==> src/rtl/arrow_if.sv <==
// Handshake-free bus between the game sequencer and its driver: pulse inputs in,
// registered lane coordinates and scoreboard out.
interface arrow_if;
    logic       start;
    logic       frame_tick;
    logic       key_pulse;
    logic [2:0] decode;
    logic [9:0] l_bottom, l_top;
    logic [9:0] r_bottom, r_top;
    logic [9:0] u_bottom, u_top;
    logic [9:0] d_bottom, d_top;
    logic [3:0] lane_active;
    logic [3:0] score;
    logic [3:0] miss_count;
    logic [3:0] hit_flash;
    logic       game_over;

    modport master (
        output start, frame_tick, key_pulse, decode,
        input  l_bottom, l_top, r_bottom, r_top, u_bottom, u_top, d_bottom, d_top,
        input  lane_active, score, miss_count, hit_flash, game_over
    );

    modport slave (
        input  start, frame_tick, key_pulse, decode,
        output l_bottom, l_top, r_bottom, r_top, u_bottom, u_top, d_bottom, d_top,
        output lane_active, score, miss_count, hit_flash, game_over
    );
endinterface

==> src/rtl/arrow_scheduler.sv <==
// Four-lane arrow game sequencer: spawns, scrolls, judges hits and counts misses.
// Every output is registered and reflects a pulse on the following clock edge.
module arrow_scheduler #(
    parameter int unsigned VBP       = 31,
    parameter int unsigned VFP       = 511,
    parameter int unsigned ARROW_H   = 80,
    parameter int unsigned SPEED     = 2,
    parameter int unsigned HIT_LO    = 205,
    parameter int unsigned HIT_HI    = 290,
    parameter int unsigned SPAWN_GAP = 40,
    parameter int unsigned MAX_MISS  = 9,
    parameter logic [7:0]  LFSR_SEED = 8'hA5
) (
    input  logic    clk_i,
    input  logic    rst_i,
    arrow_if.slave  arw
);
    localparam int unsigned GAP_W = $clog2(SPAWN_GAP);

    localparam logic [9:0]       SPAWN_BOT = 10'(VFP - ARROW_H);
    localparam logic [9:0]       SPAWN_TOP = 10'(VFP);
    localparam logic [9:0]       MOVE_MIN  = 10'(VBP + SPEED);
    localparam logic [9:0]       STEP      = 10'(SPEED);
    localparam logic [9:0]       WIN_LO    = 10'(HIT_LO);
    localparam logic [9:0]       WIN_HI    = 10'(HIT_HI);
    localparam logic [GAP_W-1:0] GAP_LAST  = GAP_W'(SPAWN_GAP - 1);
    localparam logic [4:0]       MISS_SAT  = 5'(MAX_MISS);

    typedef enum logic [1:0] {
        IDLE,
        RUN,
        OVER
    } state_t;

    state_t             state_q, state_d;
    logic [7:0]         lfsr_q, lfsr_d;
    logic [GAP_W-1:0]   gap_q, gap_d;
    logic [3:0]         active_q, active_d;
    logic [9:0]         bottom_q [4];
    logic [9:0]         bottom_d [4];
    logic [9:0]         top_q [4];
    logic [9:0]         top_d [4];
    logic [3:0]         score_q, score_d;
    logic [3:0]         miss_q, miss_d;
    logic [3:0]         flash_q, flash_d;
    logic               over_q, over_d;

    logic [3:0]         hit_vec;
    logic [2:0]         miss_inc;
    logic [4:0]         miss_sum;
    logic [1:0]         key_lane;
    logic [1:0]         spawn_lane;

    always_comb begin
        state_d    = state_q;
        lfsr_d     = lfsr_q;
        gap_d      = gap_q;
        active_d   = active_q;
        bottom_d   = bottom_q;
        top_d      = top_q;
        score_d    = score_q;
        miss_d     = miss_q;
        flash_d    = flash_q;
        hit_vec    = '0;
        miss_inc   = '0;
        miss_sum   = '0;
        key_lane   = arw.decode[1:0];
        spawn_lane = lfsr_q[1:0];

        case (state_q)
            IDLE: begin
                if (arw.start) begin
                    state_d  = RUN;
                    gap_d    = '0;
                    active_d = '0;
                    score_d  = '0;
                    miss_d   = '0;
                    flash_d  = '0;
                    for (int i = 0; i < 4; i++) begin
                        bottom_d[i] = '0;
                        top_d[i]    = '0;
                    end
                end
            end

            RUN: begin
                // Judge against the pre-move position so a same-cycle scroll cannot steal the hit.
                if (arw.key_pulse && !arw.decode[2] && active_q[key_lane] &&
                    bottom_q[key_lane] >= WIN_LO && bottom_q[key_lane] <= WIN_HI) begin
                    hit_vec[key_lane] = 1'b1;
                end

                if (arw.frame_tick) begin
                    flash_d = '0;
                    lfsr_d  = {lfsr_q[6:0], lfsr_q[7] ^ lfsr_q[5] ^ lfsr_q[4] ^ lfsr_q[3]};
                    gap_d   = (gap_q == GAP_LAST) ? '0 : gap_q + 1'b1;
                end

                for (int i = 0; i < 4; i++) begin
                    if (hit_vec[i]) begin
                        active_d[i] = 1'b0;
                        bottom_d[i] = '0;
                        top_d[i]    = '0;
                    end else if (arw.frame_tick && active_q[i]) begin
                        if (bottom_q[i] >= MOVE_MIN) begin
                            bottom_d[i] = bottom_q[i] - STEP;
                            top_d[i]    = top_q[i] - STEP;
                        end else begin
                            active_d[i] = 1'b0;
                            bottom_d[i] = '0;
                            top_d[i]    = '0;
                            miss_inc    = miss_inc + 3'd1;
                        end
                    end
                end

                if (arw.frame_tick && gap_q == GAP_LAST &&
                    !active_q[spawn_lane] && !hit_vec[spawn_lane]) begin
                    active_d[spawn_lane] = 1'b1;
                    bottom_d[spawn_lane] = SPAWN_BOT;
                    top_d[spawn_lane]    = SPAWN_TOP;
                end

                flash_d = flash_d | hit_vec;
                if (|hit_vec && score_q != 4'd9) begin
                    score_d = score_q + 4'd1;
                end

                miss_sum = {1'b0, miss_q} + {2'b00, miss_inc};
                if (miss_sum >= MISS_SAT) begin
                    miss_d  = MISS_SAT[3:0];
                    state_d = OVER;
                end else begin
                    miss_d = miss_sum[3:0];
                end
            end

            OVER: begin
                if (arw.start) begin
                    state_d  = IDLE;
                    gap_d    = '0;
                    active_d = '0;
                    score_d  = '0;
                    miss_d   = '0;
                    flash_d  = '0;
                    for (int i = 0; i < 4; i++) begin
                        bottom_d[i] = '0;
                        top_d[i]    = '0;
                    end
                end
            end

            default: state_d = IDLE;
        endcase

        over_d = (state_d == OVER);
    end

    always_ff @(posedge clk_i) begin
        if (rst_i) begin
            state_q  <= IDLE;
            lfsr_q   <= LFSR_SEED;
            gap_q    <= '0;
            active_q <= '0;
            score_q  <= '0;
            miss_q   <= '0;
            flash_q  <= '0;
            over_q   <= 1'b0;
            for (int i = 0; i < 4; i++) begin
                bottom_q[i] <= '0;
                top_q[i]    <= '0;
            end
        end else begin
            state_q  <= state_d;
            lfsr_q   <= lfsr_d;
            gap_q    <= gap_d;
            active_q <= active_d;
            score_q  <= score_d;
            miss_q   <= miss_d;
            flash_q  <= flash_d;
            over_q   <= over_d;
            for (int i = 0; i < 4; i++) begin
                bottom_q[i] <= bottom_d[i];
                top_q[i]    <= top_d[i];
            end
        end
    end

    assign arw.l_bottom    = bottom_q[0];
    assign arw.l_top       = top_q[0];
    assign arw.r_bottom    = bottom_q[1];
    assign arw.r_top       = top_q[1];
    assign arw.u_bottom    = bottom_q[2];
    assign arw.u_top       = top_q[2];
    assign arw.d_bottom    = bottom_q[3];
    assign arw.d_top       = top_q[3];
    assign arw.lane_active = active_q;
    assign arw.score       = score_q;
    assign arw.miss_count  = miss_q;
    assign arw.hit_flash   = flash_q;
    assign arw.game_over   = over_q;
endmodule

==> src/flat_wrapper.sv <==
// flat-port wrapper written by rule: the top's interface ports become plain ports
module arrow_scheduler_flat 
#(
    parameter int unsigned VBP       = 31,
    parameter int unsigned VFP       = 511,
    parameter int unsigned ARROW_H   = 80,
    parameter int unsigned SPEED     = 2,
    parameter int unsigned HIT_LO    = 205,
    parameter int unsigned HIT_HI    = 290,
    parameter int unsigned SPAWN_GAP = 40,
    parameter int unsigned MAX_MISS  = 9,
    parameter logic [7:0]  LFSR_SEED = 8'hA5
)
  (clk_i, rst_i, arw_start, arw_frame_tick, arw_key_pulse, arw_decode, arw_l_bottom, arw_l_top, arw_r_bottom, arw_r_top, arw_u_bottom, arw_u_top, arw_d_bottom, arw_d_top, arw_lane_active, arw_score, arw_miss_count, arw_hit_flash, arw_game_over);
  arrow_if arw_i ();
  input  logic clk_i;
  input  logic rst_i;
  input wire logic [$bits(arw_i.start)-1:0] arw_start;
  input wire logic [$bits(arw_i.frame_tick)-1:0] arw_frame_tick;
  input wire logic [$bits(arw_i.key_pulse)-1:0] arw_key_pulse;
  input wire logic [$bits(arw_i.decode)-1:0] arw_decode;
  output wire logic [$bits(arw_i.l_bottom)-1:0] arw_l_bottom;
  output wire logic [$bits(arw_i.l_top)-1:0] arw_l_top;
  output wire logic [$bits(arw_i.r_bottom)-1:0] arw_r_bottom;
  output wire logic [$bits(arw_i.r_top)-1:0] arw_r_top;
  output wire logic [$bits(arw_i.u_bottom)-1:0] arw_u_bottom;
  output wire logic [$bits(arw_i.u_top)-1:0] arw_u_top;
  output wire logic [$bits(arw_i.d_bottom)-1:0] arw_d_bottom;
  output wire logic [$bits(arw_i.d_top)-1:0] arw_d_top;
  output wire logic [$bits(arw_i.lane_active)-1:0] arw_lane_active;
  output wire logic [$bits(arw_i.score)-1:0] arw_score;
  output wire logic [$bits(arw_i.miss_count)-1:0] arw_miss_count;
  output wire logic [$bits(arw_i.hit_flash)-1:0] arw_hit_flash;
  output wire logic [$bits(arw_i.game_over)-1:0] arw_game_over;
  assign arw_i.start = arw_start;
  assign arw_i.frame_tick = arw_frame_tick;
  assign arw_i.key_pulse = arw_key_pulse;
  assign arw_i.decode = arw_decode;
  assign arw_l_bottom = arw_i.l_bottom;
  assign arw_l_top = arw_i.l_top;
  assign arw_r_bottom = arw_i.r_bottom;
  assign arw_r_top = arw_i.r_top;
  assign arw_u_bottom = arw_i.u_bottom;
  assign arw_u_top = arw_i.u_top;
  assign arw_d_bottom = arw_i.d_bottom;
  assign arw_d_top = arw_i.d_top;
  assign arw_lane_active = arw_i.lane_active;
  assign arw_score = arw_i.score;
  assign arw_miss_count = arw_i.miss_count;
  assign arw_hit_flash = arw_i.hit_flash;
  assign arw_game_over = arw_i.game_over;
  arrow_scheduler #(.VBP(VBP), .VFP(VFP), .ARROW_H(ARROW_H), .SPEED(SPEED), .HIT_LO(HIT_LO), .HIT_HI(HIT_HI), .SPAWN_GAP(SPAWN_GAP), .MAX_MISS(MAX_MISS), .LFSR_SEED(LFSR_SEED)) u_core (.clk_i(clk_i), .rst_i(rst_i), .arw(arw_i));
endmodule
==> config.mk <==
export PLATFORM = sky130hd
export DESIGN_NAME = arrow_scheduler_flat
export DESIGN_NICKNAME = d
export VERILOG_FILES = /design/src/rtl/arrow_if.sv /design/src/rtl/arrow_scheduler.sv /design/src/flat_wrapper.sv
export SDC_FILE = /design/constraint.sdc
export NUM_CORES = 1
export LEC_CHECK = 0
export ABC_AREA = 1
export ABC_CLOCK_PERIOD_IN_PS = 5400
export BUFFER_PORTS_ARGS = -buffer_cell sky130_fd_sc_hd__buf_2
export CORE_MARGIN = 2
export CORE_UTILIZATION = 28
export CTS_BUF_LIST = sky130_fd_sc_hd__clkbuf_8
export DETAILED_ROUTE_END_ITERATION = 6
export GPL_ROUTABILITY_DRIVEN = 1
export SYNTH_ARGS = -nofsm -noshare
export SYNTH_HDL_FRONTEND = slang
export SYNTH_SLANG_ARGS = --single-unit
==> constraint.sdc <==
create_clock -name clk_i -period 5.4 [get_ports clk_i]
set_clock_uncertainty 0.1 [all_clocks]
set_input_delay 1.08 -clock clk_i [delete_from_list [all_inputs] [get_ports clk_i]]
set_output_delay 1.08 -clock clk_i [all_outputs]
set_load 0.03 [all_outputs]
==> flow_summary.yaml <==
grt:
  first_global_vias: 7231
  grt_pass1_wl_um: 39300
  antenna_found_initial: 0
  overflow: 0
  grt_use_total_pct: 17.4
  grt_max_degree: 70
worst_setup_path:
  cp.required_ns: 5.68
  crit_family: "simple AND/OR/NAND/NOR gates"
  crit_fanout: 22
  path_common_cell: "nand2_1"
  cp-end-kind: "flip-flop"
  slowest_delay_ns: 0.45
  arrival_ns: 5.04
  criticalPathCategory: "primary input to flip-flop"
  worst_setup_path_start_kind: "primary input"
  crit_buf_inv: 5
  slowest_stage: "fa_1"
die:
  die_y_um: 168
  dieWidth_um: 168
  fp-row-count: 59
  start_util_pct: 28.7
  coreArea_um2: 26100
  dieArea_um2: 28100
  io_pins: 105
clocking:
  path_clk_slew_ns: 0.09
  clock_sinks: 113
  clock_path_buffers: 2
  postCtsSetupBuffers: 0
  hold_buffers: 0
  cts_tree: "yes"
  cts_root_buf: "clkbuf_8"
  cts-resized-gates: 0
  h-tree-depth: 4
  clk_latency_ns: 0.45
  cts-buffers-inserted: 17
synth:
  ys.warnings.count: 0
  synthTopCellsByCount: "nand2_1 (442), inv_1 (135), dfxtp_1 (113), nor2_1 (103), a21oi_1 (99)"
  async_reset_ff_share_pct: 0
  synth_edf_count: 0
  syn-num-nets: 1261
  post-synth-top-count-cell: "nand2_1"
  synth_area_leaders: "dfxtp_1 (30%), nand2_1 (22%), inv_1 (6.8%)"
  syn_avg_cell_area_um2: 6.06
  synth_top_area_share_pct: 30.2
  synth_area_um2: 7490
  ys_seq_area_share_pct: 30.2
  yosys_register_bits: 113
  ys_types: 42
  synthCells: 1235
  yosysTopAreaCell: "dfxtp_1"
  synth-main-ff-cell: "dfxtp_1"
job:
  maxCapViolations: 0
routing:
  routed_wl_um: 24600
  drc_errors: 10
  drt-initial-drc-count: 841
  drt-pass1-iter-count: 7
  wl_met3_um: 1680
  highest_layer: "met4"
  vias_per_cell: 4.88
  ant_nets: 0
  wl_met2_um: 11000
  vias: 8106
  wl_met1_um: 11500
  wire_per_inst_um: 14.8
cells_and_area:
  syn2layout_area_growth_pct: 15.7
  regArea_um2: 2260
  fillerInstances: 2882
  n_antenna_cell: 0
  fin_nets: 1340
  fin_cells: 1662
  drive_gt1_share_pct: 12.1
  final_area_um2: 8660
  multi_input_area_um2: 4460
place:
  portBuffers: 104
  placed_area_um2: 8280
  hpwl_um: 17300
  dp_cells: 1630
  gp_congestion: 0.899
pwr:
  vdd_drop_max_mv: 0.119
  powerDensity_nw_per_um2: 204
  finalPower_w: 0.00177
  p_leak_nw: 4.42
timing:
  period_share_pct: 88.0
  hold_viol_final: 0
  maxSlewHeadroom_pct: 43.1
  setup_viol: 0
  fin_crit_ns: 4.75
  tns_ns: 0
  rsz0062_at_grt: "no"
  drv_slew: 0
  tightest_slew_ns: 0.853
  max_freq_ghz: 0.210
outcome:
  status: "finished with violations"
  violations: "design-rule violations"
worst_hold_path:
  hp-class: "flip-flop to flip-flop"
cell usage in the layout (no fill, tap or decap), types with 4 or more instances in the layout:
cell type,count
a31oi_1,4
a21oi_1,99
inv_6,4
buf_4,10
nand3b_1,4
ha_1,17
clkinv_1,4
buf_2,104
dfxtp_1,113
o211ai_1,13
nand4_1,23
nor3_1,9
inv_1,135
nand3_1,83
inv_2,6
clkbuf_8,17
xor2_1,41
nor2_1,103
nor4_1,7
xnor2_1,10
nand2_1,442
clkinvlp_4,5
o21ai_0,30
o22ai_1,9
worst paths after layout:
| check | startpoint | endpoint | cells past startpoint | slack, ns |
|---|---|---|---|---|
| setup reg to reg | u_core.arw.l_bottom[3] | u_core.arw.miss_count[1] | 24 | 0.98 |
| hold reg to reg | u_core.lfsr_q[6] | u_core.lfsr_q[6] | 2 | 0.37 |
| hold / removal | u_core.lfsr_q[6] | u_core.lfsr_q[6] | 2 | 0.37 |
| setup / recovery | arw_decode[0] | u_core.arw.miss_count[1] | 27 | 0.65 |
tightest hold or removal path, cell delays in order (launching register included):
cell     delay [ns]
dfxtp_1        0.31
inv_1          0.06
a21oi_1        0.06
cell type report:
| cell class | instances | area share (%) |
|---|---|---|
| clock buffers | 17 | 2.70 |
| clock inverters | 15 | 1.73 |
| inverters | 145 | 6.28 |
| multi-input cells | 923 | 51.5 |
| flip-flops and latches | 113 | 26.1 |
| well taps | 335 | 4.84 |
| repair buffers | 114 | 6.87 |
metal layers:
| metal | vias to the layer above | GRT usage [%] |
|---|---|---|
| li1 | 4094 | - |
| met1 | 3727 | 24.1 |
| met2 | 255 | 27.3 |
| met3 | 30 | 3.66 |
| met4 | 0 | 5.26 |
| met5 | - | 0 |
power breakdown:
part | switching [W] | internal, W
clock network | 0.000436 | 0.000377
logic | 0.0000965 | 0.0000192
registers | 0.00000482 | 0.000838
total | 0.000537 | 0.00123
registers in the layout (all words and copies together), names as in the netlist:
signal / count
u_core.arw.d_top: 10
u_core.arw.game_over: 1
u_core.gap_q: 6
u_core.lfsr_q: 8
u_core.state_q: 2
u_core.arw.miss_count: 4
u_core.arw.d_bottom: 10
u_core.arw.u_top: 10
u_core.arw.l_top: 10
u_core.arw.hit_flash: 4
u_core.arw.u_bottom: 10
u_core.arw.r_bottom: 10
u_core.arw.lane_active: 4
u_core.arw.score: 4
u_core.arw.r_top: 10
u_core.arw.l_bottom: 10
logic make-up after synthesis:
kind of cell    count (synthesis)  share of synthesized area, %
compound gates                168                          12.4
xor+xnor                       51                          5.96
fa+ha+maj                      18                          3.11
buf+inv                       199                          10.3
flops                         113                          30.2
simple gates                  686                          38.0
per-stage QoR:
stage | setup WS [ns] | hold WS (ns) | util (%)
floorplan | 0.793 | 0.330 | -
global placement | 0.265 | 0.342 | 31.7
detailed placement | 0.226 | 0.355 | 31.7
CTS | 0.710 | 0.371 | 33.2
global route | 0.301 | 0.392 | 33.2
finish | 0.646 | 0.369 | 33.2
No activity file was read; power rests on OpenSTA's default activity.
